$ cat src/rtl/pe_seq_ctrl.sv
// Phase sequencer and output-forwarding stage for the complex-data PE.
// Runs LOAD -> COMPUTE -> TRANSMIT iterations and a final OUTPUT phase.
// Captures ALU results into the dout_tx / dout_pe registers, which have
// valid/ready backpressure.
module pe_seq_ctrl #(
  parameter int DATA_W    = 32,
  parameter int LOAD_NUM  = 16,
  parameter int INST_NUM  = 64,
  parameter int TX_NUM    = 4,
  parameter int ALPHA_NUM = 4,
  parameter int ITER_W    = 7
) (
  input  logic              clk,
  input  logic              rst,
  input  logic              din_pe_v,
  input  logic [ITER_W-1:0] iter_num,
  input  logic              alu_v,
  input  logic [DATA_W-1:0] dout_alu,
  input  logic              tx_ready,
  input  logic              out_ready,
  output logic              busy,
  output logic              load_v,
  output logic              cmpt_v,
  output logic              tx_ph,
  output logic              out_ph,
  output logic              alu_hold,
  output logic [ITER_W-1:0] iter_cnt,
  output logic              dout_tx_v,
  output logic [DATA_W-1:0] dout_tx,
  output logic              dout_pe_v,
  output logic [DATA_W-1:0] dout_pe,
  output logic              done
);

  localparam int MAX_LC = (LOAD_NUM > INST_NUM) ? LOAD_NUM : INST_NUM;
  localparam int MAX_TA = (TX_NUM > ALPHA_NUM) ? TX_NUM : ALPHA_NUM;
  localparam int MAX_N  = (MAX_LC > MAX_TA) ? MAX_LC : MAX_TA;
  localparam int CNT_W  = $clog2(MAX_N + 1);

  // Terminal values of the shared phase counter
  localparam logic [CNT_W-1:0] LOAD_LAST  = CNT_W'(LOAD_NUM - 1);
  localparam logic [CNT_W-1:0] INST_LAST  = CNT_W'(INST_NUM - 1);
  localparam logic [CNT_W-1:0] TX_LAST    = CNT_W'(TX_NUM - 1);
  localparam logic [CNT_W-1:0] ALPHA_LAST = CNT_W'(ALPHA_NUM - 1);

  typedef enum logic [2:0] {
    S_IDLE,
    S_LOAD,
    S_COMPUTE,
    S_TRANSMIT,
    S_OUTPUT
  } state_t;

  state_t            state_q, state_d;
  logic [CNT_W-1:0]  cnt_q, cnt_d;
  logic [ITER_W-1:0] iter_cnt_q, iter_cnt_d;
  logic [ITER_W-1:0] last_q, last_d;
  logic              done_q, done_d;
  logic              tx_v_q, tx_v_d;
  logic [DATA_W-1:0] tx_data_q, tx_data_d;
  logic              pe_v_q, pe_v_d;
  logic [DATA_W-1:0] pe_data_q, pe_data_d;

  logic take_tx;
  logic take_pe;

  // A target register is free when it is empty or being drained this cycle
  assign take_tx = (state_q == S_TRANSMIT) && alu_v && (!tx_v_q || tx_ready);
  assign take_pe = (state_q == S_OUTPUT)   && alu_v && (!pe_v_q || out_ready);

  // Next-state, counters and output-register capture/drain
  always_comb begin
    state_d    = state_q;
    cnt_d      = cnt_q;
    iter_cnt_d = iter_cnt_q;
    last_d     = last_q;
    done_d     = 1'b0;
    tx_v_d     = tx_v_q;
    tx_data_d  = tx_data_q;
    pe_v_d     = pe_v_q;
    pe_data_d  = pe_data_q;

    case (state_q)
      S_IDLE: begin
        // A pending final word blocks a new run so it cannot be overwritten
        if (din_pe_v && !pe_v_q) begin
          state_d    = S_LOAD;
          cnt_d      = '0;
          iter_cnt_d = '0;
          last_d     = (iter_num == '0) ? '0 : iter_num - ITER_W'(1);
        end
      end
      S_LOAD: begin
        if (cnt_q == LOAD_LAST) begin
          state_d = S_COMPUTE;
          cnt_d   = '0;
        end else begin
          cnt_d = cnt_q + CNT_W'(1);
        end
      end
      S_COMPUTE: begin
        if (cnt_q == INST_LAST) begin
          cnt_d   = '0;
          state_d = (iter_cnt_q == last_q) ? S_OUTPUT : S_TRANSMIT;
        end else begin
          cnt_d = cnt_q + CNT_W'(1);
        end
      end
      S_TRANSMIT: begin
        if (take_tx) begin
          if (cnt_q == TX_LAST) begin
            state_d = S_LOAD;
            cnt_d   = '0;
            if (iter_cnt_q != last_q) iter_cnt_d = iter_cnt_q + ITER_W'(1);
          end else begin
            cnt_d = cnt_q + CNT_W'(1);
          end
        end
      end
      S_OUTPUT: begin
        if (take_pe) begin
          if (cnt_q == ALPHA_LAST) begin
            state_d = S_IDLE;
            cnt_d   = '0;
            done_d  = 1'b1;
          end else begin
            cnt_d = cnt_q + CNT_W'(1);
          end
        end
      end
      default: begin
        state_d = S_IDLE;
        cnt_d   = '0;
      end
    endcase

    // A take wins over a drain, so simultaneous take+drain keeps valid high
    if (take_tx) begin
      tx_v_d    = 1'b1;
      tx_data_d = dout_alu;
    end else if (tx_ready) begin
      tx_v_d    = 1'b0;
      tx_data_d = '0;
    end

    if (take_pe) begin
      pe_v_d    = 1'b1;
      pe_data_d = dout_alu;
    end else if (out_ready) begin
      pe_v_d    = 1'b0;
      pe_data_d = '0;
    end
  end

  // State and datapath registers; reset discards any pending output word
  always_ff @(posedge clk or negedge rst) begin
    if (!rst) begin
      state_q    <= S_IDLE;
      cnt_q      <= '0;
      iter_cnt_q <= '0;
      last_q     <= '0;
      done_q     <= 1'b0;
      tx_v_q     <= 1'b0;
      tx_data_q  <= '0;
      pe_v_q     <= 1'b0;
      pe_data_q  <= '0;
    end else begin
      state_q    <= state_d;
      cnt_q      <= cnt_d;
      iter_cnt_q <= iter_cnt_d;
      last_q     <= last_d;
      done_q     <= done_d;
      tx_v_q     <= tx_v_d;
      tx_data_q  <= tx_data_d;
      pe_v_q     <= pe_v_d;
      pe_data_q  <= pe_data_d;
    end
  end

  assign load_v    = (state_q == S_LOAD);
  assign cmpt_v    = (state_q == S_COMPUTE);
  assign tx_ph     = (state_q == S_TRANSMIT);
  assign out_ph    = (state_q == S_OUTPUT);
  assign alu_hold  = (tx_ph && tx_v_q && !tx_ready) || (out_ph && pe_v_q && !out_ready);
  assign busy      = (state_q != S_IDLE) || tx_v_q || pe_v_q;
  assign iter_cnt  = iter_cnt_q;
  assign dout_tx_v = tx_v_q;
  assign dout_tx   = tx_data_q;
  assign dout_pe_v = pe_v_q;
  assign dout_pe   = pe_data_q;
  assign done      = done_q;

endmodule
$ cat config.mk
export PLATFORM = sky130hd
export DESIGN_NAME = pe_seq_ctrl
export DESIGN_NICKNAME = d
export VERILOG_FILES = /design/src/rtl/pe_seq_ctrl.sv
export SDC_FILE = /design/constraint.sdc
export NUM_CORES = 1
export LEC_CHECK = 0
export ABC_AREA = 1
export CORE_UTILIZATION = 25
export CTS_BUF_LIST = sky130_fd_sc_hd__clkbuf_16
export DETAILED_ROUTE_END_ITERATION = 6
export PLACE_DENSITY = 0.58
export SYNTH_ARGS = -nofsm -noshare
export SYNTH_HDL_FRONTEND = slang
export SYNTH_SLANG_ARGS = --single-unit
$ cat constraint.sdc
create_clock -name clk -period 2.93 [get_ports clk]
set_input_delay 0.586 -clock clk [delete_from_list [all_inputs] [get_ports clk]]
set_output_delay 0.586 -clock clk [all_outputs]
set_load 0.1 [all_outputs]
==> run metrics, run 1 <==
Seq/Total Area, Yosys between 50% and 60%; GRT Overall Usage a little over an eighth; largest area contributor in the netlist dfrtp_1; Comb pwr share 43.8%; Sink Count between 90 and 100; gpl congestion 0.7978; antenna diode count 0; largest net degree at the start of global routing 67; Worst Tran Pin Value around 610 ps; Starting Density ~26%; total routed wirelength 11520 µm; YS warnings 0; DP HPWL slightly below 8000 µm; Internal Power approximately 0.0026 W; IR drop worst, VDD roughly 580 µV; port bufs 124; Setup TNS Final 0 ps; switching portion of total power 46.74%; Via Count 3804; initial antenna violation count 0; min-delay worst type in2async; final total power 0.004844 W; Yosys top cell area share between 50% and 60%; CTS buffer count 9; die extent in x 133.9 µm; Mapped Nets approximately 560; crit path cell chain clkdlybuf4s50_1, nor2_1, inv_1, o22ai_2, buf_12; Cells after Synth 508; fin nets approximately 680; peak per-stage delay on the critical path 470 ps; fill count between 1500 and 2000; hold violation count in the final report 0; Period minus WS final 2410 ps; Post-synth ARST share 100.0%; slew margin rel. slightly below 60%; TritonCTS clock tree yes; CP Data Required Time between 2000 and 2500 ps; Via density approximately 4.5; RSZ-0062 raised after global routing false; Remaining Overflow, GRT 0; ys flop type dfrtp_1; Rows 47; share of cells above drive strength 1 just under 20%; Die H ~130 µm; Leak ~3.0 nW; Layout Skew 7.277 ps; Crit. End Element primary output; Reg2Reg Capture Point state_q[2]$_DFFE_PN0P_; DRC 0; EDFF count, synth 0; Post-CTS Hold Fix Bufs 0; Crit Path Max Fanout 3; Final ANT Viol Nets 0; Mean Syn Cell Area 8.561 µm²; die area roughly 18000 µm²; area grow syn2layout 35.67%; status finished clean; worst endpoint data arrival time 1820 ps; sw power 0.002264 W; H-tree Lvls 3; R2R depth 9; WL per Instance around 14 µm; 1st-iter DRT viols between 100 and 150; fin crit share 82.26%; CTS resizes 0; Setup crit start kind input pin; root buffer cell clkbuf_16; Reg power frac between 30 and 40%; CTS max path bufs 2; Setup Fix Bufs, Post-CTS 0; flops & latches, synth 91; pwr/cell area 821.0 nW/µm²; Area contributors post-synth dfrtp_1 (52%), nand3_1 (10%), nand2_1 (7.9%); FF-to-FF Start cnt_q[0]$_DFFE_PN0P_; vias in the first global route around 3700; Critical Path End alu_hold; worst skew pair latency ~350 ps; synth unique cells 30; first-pass GRT wire length ~19000 µm; CORE AREA ~17000 µm²; critical path type in2out; final setup violation count 0; Worst Setup SP tx_ready; First-pass DRT Iterations 4; max cap viols 0; fmax between 400 and 500 MHz; max-slew violation count 0; Max stage delay cell, worst path clkdlybuf4s50_1; final core utilization 35.21%; Clk pwr share between 20% and 30%; most frequent cells in the layout nand2_1 (91), dfrtp_1 (91), nand3_1 (88); mapped cell area approximately 4300 µm²; io pins around 130; clock transition at the registers of the reported paths around 60 ps; r2r setup slk between 1000 and 1500 ps
==> layout make-up <==
| cell class | count | area (µm²) | share of cell area, % |
|---|---|---|---|
| Clock buffer | 9 | 225.2 | 3.817 |
| Clock inverter | 7 | 68.82 | 1.166 |
| Inverter | 73 | 274.0 | 4.644 |
| Multi-Input combinational cell | 324 | 1654 | 28.03 |
| Sequential cell | 91 | 2277 | 38.59 |
| Tap cell | 220 | 275.3 | 4.665 |
| Timing Repair Buffer | 129 | 1126 | 19.08 |
==> critical path: cells and delay by family <==
kind | cells | cell delay (ps)
and+or+nand+nor | 1 | 200
buffers and inverters | 3 | 800
AOI/OAI and AO/OA | 1 | 240
==> cell usage after synthesis (all sizes together) (3+ instances only) <==
| library cell | instances |
|---|---|
| inv | 73 |
| nand2 | 95 |
| nor2 | 28 |
| xor2 | 5 |
| clkbuf | 3 |
| o22ai | 6 |
| o21ai | 77 |
| xnor2 | 4 |
| nor3 | 3 |
| nand4 | 3 |
| ha | 4 |
| dfrtp | 91 |
| nand3 | 93 |
| buf | 17 |
==> how the worst min path moves through the flow <==
stage	startpoint	endpoint	slack, ps	cells after the start
2_1_floorplan	rst	cnt_q[0]$_DFFE_PN0P_	290	0
3_3_place_gp	dout_pe[8]$_DFFE_PN0P_	dout_pe[8]$_DFFE_PN0P_	500	2
3_5_place_dp	dout_tx[14]$_DFFE_PN0P_	dout_tx[14]$_DFFE_PN0P_	500	2
4_1_cts	rst	dout_pe[11]$_DFFE_PN0P_	260	1
5_1_grt	rst	dout_pe[11]$_DFFE_PN0P_	290	1
6_report	rst	dout_pe[11]$_DFFE_PN0P_	240	1
==> stage by stage <==
stage	hold WS, ps	instance area (µm²)	instances	setup slack (ps)
finish	239.4	5901	853	519.9
CTS	261.1	5901	853	493.0
global route	294.4	5901	853	427.6
detailed placement	503.1	5607	837	510.1
global placement	499.2	5607	837	487.8
floorplan	290.4	4355	508	195.7
==> flip-flops by register name, summed over array words and instances (netlist names) <==
register	count
dout_pe	32
dout_tx	32
cnt_q	7
iter_cnt	7
last_q	7
state_q	3
done	1
dout_pe_v	1
dout_tx_v	1
==> routing by layer <==
layer	routed length [µm]	share of wire, %	up-vias	global-route usage [%]
met5	0	0	-	0
met4	189	1.6	0	5.492
met3	621	5.4	12	2.457
met2	5197	45	104	21.62
met1	5511	48	1791	17.82
li1	-	-	1897	-
==> kinds of logic (layout without fill, tap and decap cells) <==
| group | count (synthesis) | count (layout) | share of synthesized area (%) |
|---|---|---|---|
| simple gates | 224 | 224 | 24.40 |
| buf+inv | 93 | 218 | 9.752 |
| flops | 91 | 91 | 52.36 |
| compound gates | 87 | 87 | 10.53 |
| xor+xnor | 9 | 9 | 1.812 |
| fa+ha+maj | 4 | 4 | 1.151 |
==> power groups by stage <==
stage	clock [W]	combinational (W)	sequential [W]
6_report	0.00115	0.00212	0.00157
5_1_grt	0.00124	0.00227	0.00159
4_1_cts	0.00120	0.00214	0.00157
3_5_place_dp	0	0.00213	0.00159
3_3_place_gp	0	0.00211	0.00159
2_1_floorplan	0	0.000913	0.00231
No activity file was read; power rests on OpenSTA's default activity.
==> inputs of run 2 (changes only) <==
==> constraint.sdc (replaced) <==
create_clock -name clk -period 2.5 [get_ports clk]
set_input_delay 0.5 -clock clk [delete_from_list [all_inputs] [get_ports clk]]
set_output_delay 0.5 -clock clk [all_outputs]
set_load 0.1 [all_outputs]
==> run 2 against run 1 <==
Effect of this change: core utilization is 0.46 points higher; final area is 1.3% higher; cell count is 0.12% higher; sequential share of layout area is 0.49 points lower; power is 20% higher; die area stayed put; critical path type unchanged.
==> run metrics, run 2 (same netlist as run 1, synthesis figures left out) <==
status finished clean; TritonCTS clock tree yes; First-pass DRT Iterations 4; port bufs 124; clock transition at the registers of the reported paths 60 ps; largest net degree at the start of global routing 67; R2R depth 10; Final ANT Viol Nets 0; DRC 0; H-tree Lvls 3; gpl congestion 0.8100; GRT Overall Usage between 10% and 20%; CTS max path bufs 2; WHS about 180 ps; Worst Tran Pin Value roughly 640 ps; critical path type in2out; Reg power frac 31.6%; Clk pwr share roughly 25%; Crit Path Max Fanout 3; first-pass GRT wire length between 15000 and 20000 µm; Setup crit start kind input pin; Internal Power ~0.0032 W; worst skew pair latency between 300 and 400 ps; fin nets 678; Period minus WS final between 2000 and 2500 ps; hold violation count in the final report 0; Post-CTS Hold Fix Bufs 0; switching portion of total power 45.56%; CTS resizes 0; Via Count 3815; final std cells w/o fill approximately 850; worst endpoint data arrival time between 1500 and 2000 ps; Leak between 3 and 4 nW; Setup Fix Bufs, Post-CTS 0; most frequent cells in the layout nand2_1 (91), dfrtp_1 (91), nand3_1 (88); CTS buffer count 9; placed cell count around 840; RSZ-0062 raised after global routing false; Via density ~4.5; antenna diode count 0; Sink Count 91; initial antenna violation count 0; fmax roughly 460 MHz; die area between 15000 and 20000 µm²; max-slew violation count 0; Crit. End Element primary output; fin area around 6000 µm²; Setup TNS Final 0 ps; Remaining Overflow, GRT 0; 1st-iter DRT viols 142; die extent in x 133.9 µm; dpl cell area 5659 µm²; max cap viols 0; Comb pwr share a little over two fifths; root buffer cell clkbuf_16; WL per Instance 13.45 µm; io pins between 100 and 150; share of cells above drive strength 1 between 10% and 20%; fin crit share 86.90%; CORE AREA 16760 µm²; Die H 133.9 µm; CP Data Required Time 2000 ps; area grow syn2layout 37.43%; IR drop worst, VDD roughly 740 µV; Layout Skew between 7 and 8 ps; final setup violation count 0; DP HPWL between 8000 and 9000 µm; Starting Density 25.95%; total routed wirelength about 11000 µm; slew margin rel. ~57%; sw power between 0.002 and 0.003 W; Rows 47; min-delay worst type in2async; vias in the first global route 3808; pwr/cell area approximately 980 nW/µm²
## run 2: critical path, stage by stage
cell	delay [ps]
clkdlybuf4s50_1	460
nor2_1	200
inv_1	130
o22ai_4	170
buf_12	200
## run 2: worst paths after layout
| check | start | end | slack (ps) |
|---|---|---|---|
| worst min register to register | dout_pe[11]$_DFFE_PN0P_ | dout_pe[11]$_DFFE_PN0P_ | 520 |
| worst max-delay path | out_ready | alu_hold | 330 |
| worst max register to register | state_q[2]$_DFFE_PN0P_ | iter_cnt[4]$_DFFE_PN0P_ | 810 |
| min in group clk | dout_pe[11]$_DFFE_PN0P_ | dout_pe[11]$_DFFE_PN0P_ | 520 |
| max in group asynchronous | rst | dout_tx[30]$_DFFE_PN0P_ | 1660 |
| worst min-delay path | rst | dout_pe[9]$_DFFE_PN0P_ | 180 |
## run 2: per-stage QoR
stage                     total power (W)  utilization, %  worst slack [ps]
final                            0.005834           35.66             327.4
after floorplan                  0.003787               -             19.95
after CTS                        0.005904           35.66             301.9
after global routing             0.006145           35.66             233.6
after detailed placement         0.004427           33.77             313.6
after global placement           0.004399           33.77             322.7
## run 2: area by class of cell
cell class | instances | area, µm²
Clock buffer | 9 | 225.2
Fill cell | 1699 | 10780
Clock inverter | 7 | 92.59
Tap cell | 220 | 275.3
Timing Repair Buffer | 130 | 1171
Sequential cell | 91 | 2277
Multi-Input combinational cell | 324 | 1662
Inverter | 73 | 274.0
## run 2: power groups by stage
stage,clock network (W),logic (W),registers (W)
finish,0.00145,0.00254,0.00184
global route,0.00155,0.00272,0.00187
CTS,0.00149,0.00257,0.00184
detailed placement,0,0.00256,0.00187
global placement,0,0.00254,0.00186
floorplan,0,0.00107,0.00271
## run 2: routing by layer
metal,global-route usage [%],wire (µm),up-vias
met2,22.16,5213,101
met3,2.532,562,11
li1,-,-,1896
met4,5.492,177,0
met5,0,0,-
met1,17.67,5528,1807
==> inputs of run 3 (changes only) <==
--- a/config.mk
+++ b/config.mk
@@ -9,6 +9,7 @@
 export CORE_UTILIZATION = 25
 export CTS_BUF_LIST = sky130_fd_sc_hd__clkbuf_16
 export DETAILED_ROUTE_END_ITERATION = 6
+export GPL_ROUTABILITY_DRIVEN = 1
 export PLACE_DENSITY = 0.58
 export SYNTH_ARGS = -nofsm -noshare
 export SYNTH_HDL_FRONTEND = slang
==> results of run 3 <==
The final DEF is identical to that of run 2; final timing and power are the same.
==> edit 1, RTL diff (flow settings as in run 1) <==
Change the parameter `ITER_W` from 7 to 9.
--- a/src/rtl/pe_seq_ctrl.sv
+++ b/src/rtl/pe_seq_ctrl.sv
@@ -10,3 +10,3 @@
   parameter int ALPHA_NUM = 4,
-  parameter int ITER_W    = 7
+  parameter int ITER_W    = 9
 ) (
Interface: changed (resized iter_cnt and iter_num); port bits go from 125 to 129. The function was not compared with the original's and may differ.
==> edit 1 against run 1 <==
  * Synthesized area up 12%
  * Sequential cell count up 4
  * Setup slack worse by 62 ps
  * Power up 6.2%
  * Die area up 11%
  * Final area up 11%
  * Routed wire length up 13%
  * Clock power up 8%
  * Highest routed layer unchanged
  * Critical endpoint is now tx_ph
==> edit 1: results (changes against run 1) <==
<table>
<tr><th>Metric</th><th>Value</th></tr>
<tr><th colspan="2">Status</th></tr>
<tr><td>Result of the run</td><td>finished clean (unchanged)</td></tr>
<tr><th colspan="2">Setup path</th></tr>
<tr><td>Slowest cell on the critical path</td><td>sky130_fd_sc_hd__dfrtp_1 (was sky130_fd_sc_hd__clkdlybuf4s50_1)</td></tr>
<tr><td>Critical Path Sink</td><td>tx_ph (was alu_hold)</td></tr>
<tr><td>Crit path launch</td><td>state_q[2] (was tx_ready)</td></tr>
<tr><th colspan="2">Drt</th></tr>
<tr><td>Detailed-route via count</td><td>4022 (was 3804)</td></tr>
<tr><td>Iter 0 DRT Violations</td><td>214 (was 126)</td></tr>
<tr><td>Met1 Wirelength</td><td>5860 µm (was 5510 µm)</td></tr>
<tr><td>Met2 Routed Length</td><td>6070 µm (was 5200 µm)</td></tr>
<tr><td>Average wire per standard cell</td><td>13.8 µm (was 13.5 µm)</td></tr>
<tr><th colspan="2">Cells and area</th></tr>
<tr><td>Fraction of layout instances using a drive strength above 1</td><td>25.1% (was 19.4%)</td></tr>
<tr><th colspan="2">Logic synthesis</th></tr>
<tr><td>Biggest area contributors in the synthesized netlist</td><td>sky130_fd_sc_hd__dfrtp_1, sky130_fd_sc_hd__inv_1, sky130_fd_sc_hd__o22ai_2, sky130_fd_sc_hd__nand3_1, sky130_fd_sc_hd__nand2_1 (was sky130_fd_sc_hd__dfrtp_1, sky130_fd_sc_hd__nand3_1, sky130_fd_sc_hd__nand2_1, sky130_fd_sc_hd__inv_1, sky130_fd_sc_hd__o21ai_0)</td></tr>
<tr><td>Sequential area share after synthesis</td><td>49.0% (was 52.4%)</td></tr>
<tr><td>Distinct cell type count of the synthesized netlist</td><td>36 (was 30)</td></tr>
<tr><th colspan="2">Power and ir drop</th></tr>
<tr><td>Leakage component of the power</td><td>0.00318 µW (was 0.00298 µW)</td></tr>
<tr><th colspan="2">Global route</th></tr>
<tr><td>Pin count of the biggest net entering global routing</td><td>66 (was 67)</td></tr>
<tr><td>Met2 track demand over resource</td><td>22.6% (was 21.6%)</td></tr>
<tr><td>GR Util met3</td><td>4.59% (was 2.46%)</td></tr>
<tr><td>First-pass GRT wire length</td><td>21300 µm (was 19000 µm)</td></tr>
<tr><th colspan="2">Placed design</th></tr>
<tr><td>Hpwl dp</td><td>9170 µm (was 7910 µm)</td></tr>
<tr><th colspan="2">STA</th></tr>
<tr><td>Remaining max-slew budget at the tightest pin</td><td>52.0% (was 59.1%)</td></tr>
</table>
[edit 1: changes by cell type in the layout (fill, tap and decap cells not counted), sizes merged, moves of 6 or more]
cell	delta
buf	+6
o22ai	+28
inv	+43
nand3	-17
o21ai	-27
[edit 1: logic make-up (layout without fill, tap and decap cells)]
kind of cell / after synthesis / in the layout / synth area share [%]
buffers and inverters: 134 / 267 / 11.7
DFF: 95 / 95 / 49.0
AOI/OAI and AO/OA: 85 / 85 / 14.0
and+or+nand+nor: 219 / 219 / 22.2
xor gates and xnor gates: 13 / 13 / 2.35
adders and majority gates: 3 / 3 / 0.774
[edit 1: area by class of cell]
type                    count  share of cell area (%)
inverters                 114                    6.54
clock inverters             7                    1.24
flip-flops and latches     95                    36.3
multi-input cells         320                    29.3
clock buffers               9                    3.44
well taps                 260                    4.97
repair buffers            137                    18.2
[edit 1: power breakdown]
group	internal (µW)	leakage, µW	total (µW)	switching [µW]
Combinational	554	0.00173	2260	1710
Sequential	1500	0.00130	1640	143
Clock	673	0.000149	1240	566
[edit 1: worst register-to-register path: stages (launching register included)]
cell and delay [ps]:
sky130_fd_sc_hd__dfrtp_1 490, sky130_fd_sc_hd__inv_2 90, sky130_fd_sc_hd__nand3_2 260, sky130_fd_sc_hd__inv_2 200
sky130_fd_sc_hd__o21ai_4 150, sky130_fd_sc_hd__nand2_2 130, sky130_fd_sc_hd__nor2_8 210, sky130_fd_sc_hd__nand2_4 120
sky130_fd_sc_hd__nand2_1 80, sky130_fd_sc_hd__nand2_1 50
[edit 1: per-stage QoR]
step                setup slack (ps)  total power [µW]  cell area [µm²]  std cells  utilization, %
detailed placement               566              3960             6240        926            33.1
global route                     308              5440             6550        942            34.8
global placement                 572              3950             6240        926            33.1
CTS                              417              5220             6550        942            34.8
finish                           458              5140             6550        942            34.8
floorplan                        132              3390             4860        549               -
==> edit 2, RTL diff (flow settings as in run 1) <==
Without the edit above. Take the reset off `pe_data_q` and load it in a clocked block of its own.
--- a/src/rtl/pe_seq_ctrl.sv
+++ b/src/rtl/pe_seq_ctrl.sv
@@ -165,3 +165,2 @@
       pe_v_q     <= 1'b0;
-      pe_data_q  <= '0;
     end else begin
@@ -175,4 +174,7 @@
       pe_v_q     <= pe_v_d;
-      pe_data_q  <= pe_data_d;
     end
+  end
+
+  always_ff @(posedge clk) begin
+    pe_data_q <= pe_data_d;
   end
Behaviour: same outputs for any inputs over 10 cycles, from zero or initial values and one cycle with rst low; that may be too few to reach the edited logic, so the function may still have changed.
==> edit 2 against run 1 <==
  * Routed wire length down 11%
  * Via count down 9.8%
  * Sequential cell count unchanged
  * Power up 5.9%
  * Count of clock-buffer cells in the layout unchanged
  * First-iteration DRC count up 8.7%
  * Final area down 0.30%
  * Setup slack better by 83 ps
  * Synthesized area down 2.4%
  * Utilization up 0.27 points
  * Critical endpoint unchanged
==> edit 2: results (changes against run 1) <==
<table>
<tr><th>Metric</th><th>Value</th></tr>
<tr><th colspan="2">Status</th></tr>
<tr><td>Result of the run</td><td>finished clean (unchanged)</td></tr>
<tr><th colspan="2">STA</th></tr>
<tr><td>Worst Tran Pin Value</td><td>475 ps (was 613 ps)</td></tr>
<tr><td>Worst Clk Skew</td><td>6.52 ps (was 7.28 ps)</td></tr>
<tr><th colspan="2">Logic synthesis</th></tr>
<tr><td>Sequential area share after synthesis</td><td>57.4% (was 52.4%)</td></tr>
<tr><td>Async S/R FF share, synth</td><td>64.8% (was 100%)</td></tr>
<tr><td>Synthesized netlist net count</td><td>502 (was 557)</td></tr>
<tr><td>Biggest area contributors in the synthesized netlist</td><td>sky130_fd_sc_hd__dfrtp_1, sky130_fd_sc_hd__edfxtp_1, sky130_fd_sc_hd__nand2_1, sky130_fd_sc_hd__inv_1, sky130_fd_sc_hd__nand3_1 (was sky130_fd_sc_hd__dfrtp_1, sky130_fd_sc_hd__nand3_1, sky130_fd_sc_hd__nand2_1, sky130_fd_sc_hd__inv_1, sky130_fd_sc_hd__o21ai_0)</td></tr>
<tr><th colspan="2">Setup path</th></tr>
<tr><td>Data arrival time at the worst-slack endpoint</td><td>1740 ps (was 1820 ps)</td></tr>
<tr><td>Depth of the worst register-to-register path</td><td>7 (was 9)</td></tr>
<tr><td>Terminus of the critical flop-to-flop path</td><td>dout_tx[28] (was state_q[2])</td></tr>
<tr><th colspan="2">Placed design</th></tr>
<tr><td>Hpwl dp</td><td>7750 µm (was 7910 µm)</td></tr>
<tr><td>Final weighted congestion of routability-driven global placement</td><td>0.832 (was 0.798)</td></tr>
<tr><td>Total cell area at the placement stage</td><td>5570 µm² (was 5610 µm²)</td></tr>
<tr><td>Setup slack at placement</td><td>472 ps (was 510 ps)</td></tr>
<tr><th colspan="2">Drt</th></tr>
<tr><td>Average wire per standard cell</td><td>12.7 µm (was 13.5 µm)</td></tr>
<tr><td>Iter 0 DRT Violations</td><td>137 (was 126)</td></tr>
<tr><td>Length of the first detailed-routing pass in iterations</td><td>5 (was 4)</td></tr>
<tr><th colspan="2">Cells and area</th></tr>
<tr><td>Nets</td><td>630 (was 677)</td></tr>
<tr><td>Fraction of layout instances using a drive strength above 1</td><td>22.4% (was 19.4%)</td></tr>
<tr><th colspan="2">Global route</th></tr>
<tr><td>GRT Resource Usage Total</td><td>12.3% (was 13.5%)</td></tr>
<tr><td>Vias in the first global route</td><td>3479 (was 3662)</td></tr>
<tr><td>First-pass GRT wire length</td><td>17000 µm (was 19000 µm)</td></tr>
<tr><td>Pin count of the biggest net entering global routing</td><td>47 (was 67)</td></tr>
<tr><th colspan="2">Power and ir drop</th></tr>
<tr><td>IR Drop Worst-Case VDD</td><td>0.000612 V (was 0.000580 V)</td></tr>
<tr><td>Leakage component of the power</td><td>0.00286 µW (was 0.00298 µW)</td></tr>
</table>
-- edit 2: worst max path at each step --
| stage | slack, ps | to | start | cells past startpoint |
|---|---|---|---|---|
| floorplan | 70 | dout_pe[0] | dout_pe_v | 4 |
| global route | 520 | alu_hold | tx_ready | 5 |
| CTS | 580 | alu_hold | tx_ready | 5 |
| detailed placement | 470 | dout_tx[7] | tx_ready | 7 |
| finish | 600 | alu_hold | tx_ready | 5 |
| global placement | 570 | dout_tx[10] | tx_ready | 7 |
-- edit 2: routing by layer --
layer / up-vias / track usage, % / part of all wire, %
li1: 1725 / - / -
met1: 1595 / 14.7 / 44
met2: 101 / 21.2 / 49
met3: 11 / 3.54 / 5.5
met4: 0 / 4.21 / 1.0
met5: - / 0 / 0
-- edit 2: cell families (layout without fill, tap and decap cells) --
logic type                 count (synthesis)  count (layout)  synth area share (%)
xor gates and xnor gates                  15              15                  3.10
buffers and inverters                     90             223                  8.37
adders and majority gates                  4               4                  1.18
AOI/OAI and AO/OA                         50              50                  6.46
and+or+nand+nor                          203             203                  23.4
DFF                                       91              91                  57.4
-- edit 2: critical path, cell delays in order --
cell and delay (ps):
sky130_fd_sc_hd__clkdlybuf4s50_1 430, sky130_fd_sc_hd__nor2_1 200, sky130_fd_sc_hd__inv_1 110, sky130_fd_sc_hd__o22ai_2 210, sky130_fd_sc_hd__buf_12 200
-- edit 2: power groups by stage --
stage                     registers (µW)  clock network [µW]  logic, µW
after floorplan                     2490                   0        951
after global placement              1690                   0       2260
after detailed placement            1690                   0       2280
after CTS                           1660                1240       2290
after global routing                1690                1300       2410
final                               1660                1210       2260
-- edit 2: area by class of cell --
class / count / area [µm²]
Inverter: 77 / 292
Sequential cell: 91 / 2440
Timing Repair Buffer: 130 / 1110
Clock buffer: 9 / 225
Fill cell: 1707 / 10700
Multi-Input combinational cell: 272 / 1460
Tap cell: 220 / 275
Clock inverter: 7 / 86.3
-- edit 2: stage by stage --
step	hold WS (ps)	cells
floorplan	290	453
finish	245	806
global placement	496	790
global route	261	806
CTS	243	806
detailed placement	504	790
